## src/rtl/lc3_data_memory.sv

```systemverilog
// Word-addressed data memory with a fixed access latency and a one-cycle completion strobe.
// A request is sampled in IDLE, counted down in BUSY, performed on the BUSY->DONE edge.
module lc3_data_memory #(
  parameter int AW      = 8,
  parameter int LATENCY = 2
) (
  input  logic        clock,
  input  logic        reset,
  input  logic        rd,
  input  logic [15:0] addr,
  input  logic [15:0] din,
  output logic [15:0] dout,
  output logic        complete_data,
  output logic        mem_err
);

  typedef enum logic [1:0] {
    S_IDLE = 2'd0,
    S_BUSY = 2'd1,
    S_DONE = 2'd2
  } state_t;

  localparam logic [3:0] LP_CNT_LOAD = 4'(LATENCY - 1);

  state_t          r_state;
  state_t          w_state_next;
  logic            r_rd;
  logic [AW-1:0]   r_addr;
  logic [15:0]     r_din;
  logic [3:0]      r_cnt;
  logic [15:0]     r_mem [0:(1<<AW)-1];

  logic [AW-1:0]   w_addr;
  logic            w_rd_known;
  logic            w_bad_req;
  logic            w_sample;
  logic            w_do_access;

  assign w_addr = addr[AW-1:0];

  // x/z detection: a^a is all-zero for known bits, so this folds to a constant in synthesis.
  assign w_rd_known  = ((rd ^ rd) === 1'b0);
  assign w_bad_req   = ((w_addr ^ w_addr) !== '0) || (!rd && ((din ^ din) !== '0));
  assign w_sample    = (r_state == S_IDLE) && w_rd_known;
  assign w_do_access = (r_state == S_BUSY) && (r_cnt == 4'd0);

  generate
    if (AW < 16) begin : g_unused_addr
      logic w_unused_addr;
      assign w_unused_addr = ^addr[15:AW];
    end
  endgenerate

  always_ff @(posedge clock or posedge reset) begin
    if (reset) begin
      r_state <= S_IDLE;
    end else begin
      r_state <= w_state_next;
    end
  end

  always_comb begin
    w_state_next = r_state;
    case (r_state)
      S_IDLE:  if (w_rd_known) w_state_next = S_BUSY;
      S_BUSY:  if (r_cnt == 4'd0) w_state_next = S_DONE;
      S_DONE:  w_state_next = S_IDLE;
      default: w_state_next = S_IDLE;
    endcase
  end

  always_comb begin
    complete_data = (r_state == S_DONE);
  end

  // Latched request copies: the bus is ignored once an access is in flight.
  always_ff @(posedge clock or posedge reset) begin
    if (reset) begin
      r_rd    <= 1'b0;
      r_addr  <= '0;
      r_din   <= 16'h0000;
      r_cnt   <= 4'd0;
      mem_err <= 1'b0;
    end else if (w_sample) begin
      r_rd   <= rd;
      r_addr <= w_addr;
      r_din  <= din;
      r_cnt  <= LP_CNT_LOAD;
      if (w_bad_req) begin
        mem_err <= 1'b1;
      end
    end else if ((r_state == S_BUSY) && (r_cnt != 4'd0)) begin
      r_cnt <= r_cnt - 4'd1;
    end
  end

  always_ff @(posedge clock or posedge reset) begin
    if (reset) begin
      dout <= 16'h0000;
    end else if (w_do_access && r_rd) begin
      dout <= r_mem[r_addr];
    end
  end

  // Array is never cleared; reset forces IDLE so an aborted write cannot commit.
  always_ff @(posedge clock) begin
    if (w_do_access && !r_rd) begin
      r_mem[r_addr] <= r_din;
    end
  end

endmodule

```

## config.mk

```make
export PLATFORM = sky130hd
export DESIGN_NAME = lc3_data_memory
export DESIGN_NICKNAME = d
export VERILOG_FILES = /design/src/rtl/lc3_data_memory.sv
export SDC_FILE = /design/constraint.sdc
export NUM_CORES = 2
export LEC_CHECK = 0
export ABC_CLOCK_PERIOD_IN_PS = 10500
export CAP_MARGIN = 20
export CORE_MARGIN = 5
export CORE_UTILIZATION = 44
export DETAILED_ROUTE_END_ITERATION = 12
export DONT_BUFFER_PORTS = 1
export PLACE_DENSITY_LB_ADDON = 0.08
export SLEW_MARGIN = 20
export SYNTH_ARGS = -nofsm -noshare
export SYNTH_HDL_FRONTEND = slang
export SYNTH_SLANG_ARGS = --single-unit
```

## constraint.sdc

```tcl
create_clock -name clock -period 10.5 [get_ports clock]
set_input_delay 1.575 -clock clock [delete_from_list [all_inputs] [get_ports clock]]
set_output_delay 1.575 -clock clock [all_outputs]
set_load 0.01 [all_outputs]
```

==> flow_summary.toml <==
[run_status]
run_status = "finished clean"

[sta]
skew_ps = 78.6
rsz0062_at_grt = "no"
relSlewSlack = 0.104
max_freq_ghz = 0.183
finalCriticalPeriod_ps = 5470
hold_ws_ps = 520
hold_viol = 0
slew_violations = 0
finalSetupViolations = 0
final.period_utilization = 0.521
tns_ps = 0
tightest_slew_ps = 1340

[cells_and_area]
multi_input_area_sq_um = 33500
area_growth_pct = 13.8
layout.nets = 7497
regArea_sq_um = 124000
nFillCells = 28724
fin_cells = 12614
drive_gt1_frac = 0.296

[placement]
routabilityCongestion = 0.816
dp.cells = 11786
port_buffers = 0
hpwl_um = 274000

[clock_tree]
post_cts_buffers = 0
clk_latency_ps = 1000
cts_buffer_depth = 4
cts_made_buffers = 437
ctsHtreeMaxLevel = 5
cts_tree = "done"
cts_resized = 0
path_clk_slew_ps = 60
cts_root_buffer = "clkbuf_16"
ctsHoldBuffers = 0
cts.sinks = 4143

[global_routing]
grt_pass1_wl_um = 642000
grt_max_degree = 216
grt_pass1_vias = 76933
grt.overflow.total = 0
antenna_found_initial = 24
grtUsageTotal = 0.247

[critical_path]
endpoint_kind = "register"
cp.arrival_ps = 6310
cp.required_ps = 11330
path_class = "reg2reg"
start_kind = "register"
path_max_fanout = 27

[logic_synthesis]
synth.top_cell.area_share = 0.774
synth.cell_area_sq_um = 159000
synth_async_sr_flop_share = 0.0113
ys_seq_elements = 4143
yosys.area.top_type = "edfxtp_1"
synth_edf_count = 4096
ys_seq_area_frac = 0.781
netlist_instances = 7058
synth_ff_type = "edfxtp_1"
yosys_warnings = 0
ys_top_cells_by_area = "edfxtp_1 77%, mux4_2 14%, mux2i_1 1.7%"
avgSynthCellArea_sq_um = 22.5
yosysUniqueCellTypes = 68
synth.net_count = 7095

[floorplan]
core_area_sq_um = 359000
die_width_um = 611
dieArea_sq_um = 373000
num_rows = 220
die_y_um = 611
start_util = 0.442
io_pins = 53

[run]
cap_violations = 0

[pwr]
pwr_density_cell_nw_per_um2 = 194
p_leak_uw = 0.0563
peakVddDrop_mv = 0.150

[detailed_routing]
num_vias = 76606
drc = 0
first_pass_iters = 6
wl_um = 464000
post_drt_wl_per_cell_um = 36.8
drt_iter0_markers = 9012
vias_per_cell = 6.07
drtAntennaViolNets = 0

[min_path]
holdCritPathClass = "reg2reg"
-- power breakdown --
part           internal, uW  total (uW)  switching, uW
Sequential            18200       18300            116
Clock                  8690       15200           6530
Combinational           523        1550           1030
Total                 27400       35100           7670
-- metal layers --
metal  share of wire  vias to the layer above  global-route usage
met4           0.032                        4              0.0724
li1                -                    30824                   -
met1            0.42                    42208               0.355
met5        0.000073                        -                   0
met2            0.48                     2918               0.394
met3           0.067                      652              0.0375
-- placed cells by master, fill, tap and decap left out, drive strengths merged, types with 25 or more instances in the layout --
cell type,instances
mux2i,267
bufinv,38
o22ai,85
clkinv,217
mux2,63
nand2,202
a22oi,88
dfrtp,47
a21oi,43
nand3,61
edfxtp,4096
o21ai,58
buf,365
mux4,1022
a31oi,25
nor2,316
clkbuf,536
-- per-stage QoR --
stage / utilization / instance area, sq um / setup slack [ps] / total power (uW)
finish: 0.503 / 181000 / 5030 / 35100
global route: 0.503 / 181000 / 4770 / 36100
CTS: 0.503 / 181000 / 4500 / 35300
detailed placement: 0.463 / 167000 / 4550 / 20200
global placement: 0.463 / 166000 / 4690 / 20200
floorplan: - / 159000 / 6520 / 19500
-- synth_stat cells (3+ instances only) --
cell type  instances
dfrtp_1           47
a221oi_1          20
o2111ai_1         10
a22o_1             7
a32oi_1           23
o221ai_1          18
nand2b_1           5
a311oi_1           3
nand4_1           14
buf_6             18
nor2_1           316
buf_2            165
a21oi_1           43
and2_1            12
nand2_1          201
o22ai_1           85
a32o_1             5
and3_1            11
mux4_2          1022
o32ai_1            6
nand3_1           61
mux2_2            63
o21ai_0           57
o211ai_1          12
buf_1             28
inv_1              7
o32a_1             4
clkbuf_1         113
o22a_1            13
a22oi_1           88
nor4_1            24
a31oi_1           25
buf_4             77
mux2i_1          267
edfxtp_1        4096
nor2b_1           19
a211oi_1          18
nor3_1            14
-- cell families (layout without fill, tap and decap cells) --
| logic type | count (synthesis) | count (layout) | synth area share |
|---|---|---|---|
| muxes | 1352 | 1352 | 0.166 |
| and+or+nand+nor | 688 | 688 | 0.0185 |
| AOI/OAI and AO/OA | 459 | 459 | 0.0203 |
| other | 1 | 10 | 0.0000236 |
| buffers and inverters | 412 | 1186 | 0.0138 |
| DFF | 4143 | 4143 | 0.781 |
| adders and majority gates | 2 | 2 | 0.000157 |
| xor gates and xnor gates | 1 | 1 | 0.0000551 |
-- worst max-delay path, stage by stage (launching register included) --
cell,delay [ps]
dfrtp_4,810
buf_4,550
buf_4,470
buf_4,460
mux4_2,380
mux2i_1,170
o22ai_1,160
a211oi_1,660
o21ai_0,600
buf_4,310
a31oi_1,470
a31oi_1,160
-- final cells by class --
cell class / instances / area share
flip-flops and latches: 4143 / 0.687
clock inverters: 275 / 0.0145
inverters: 10 / 0.000263
diodes: 9 / 0.000124
well taps: 4773 / 0.0330
repair buffers: 365 / 0.0170
clock buffers: 536 / 0.0632
multi-input cells: 2503 / 0.185
-- final timing paths --
| kind | cells past startpoint | slack, ps | endpoint | start |
|---|---|---|---|---|
| max | 11 | 5030 | dout[6] | r_addr[1] |
| min | 1 | 520 | r_addr[6] | r_addr[6] |
| max reg2reg | 11 | 5030 | dout[6] | r_addr[1] |
| min reg2reg | 1 | 520 | r_addr[6] | r_addr[6] |
| max in group asynchronous | 2 | 9000 | r_addr[3] | reset |
| min in group asynchronous | 2 | 740 | r_din[8] | reset |
-- state kept, by name, summed over array words and instances, names as in the netlist --
| signal | count |
|---|---|
| r_state | 2 |
| r_cnt | 4 |
| r_rd | 1 |
| r_din | 16 |
| dout | 16 |
| r_addr | 8 |
| r_mem | 4096 |
No activity file was read; power rests on OpenSTA's default activity.
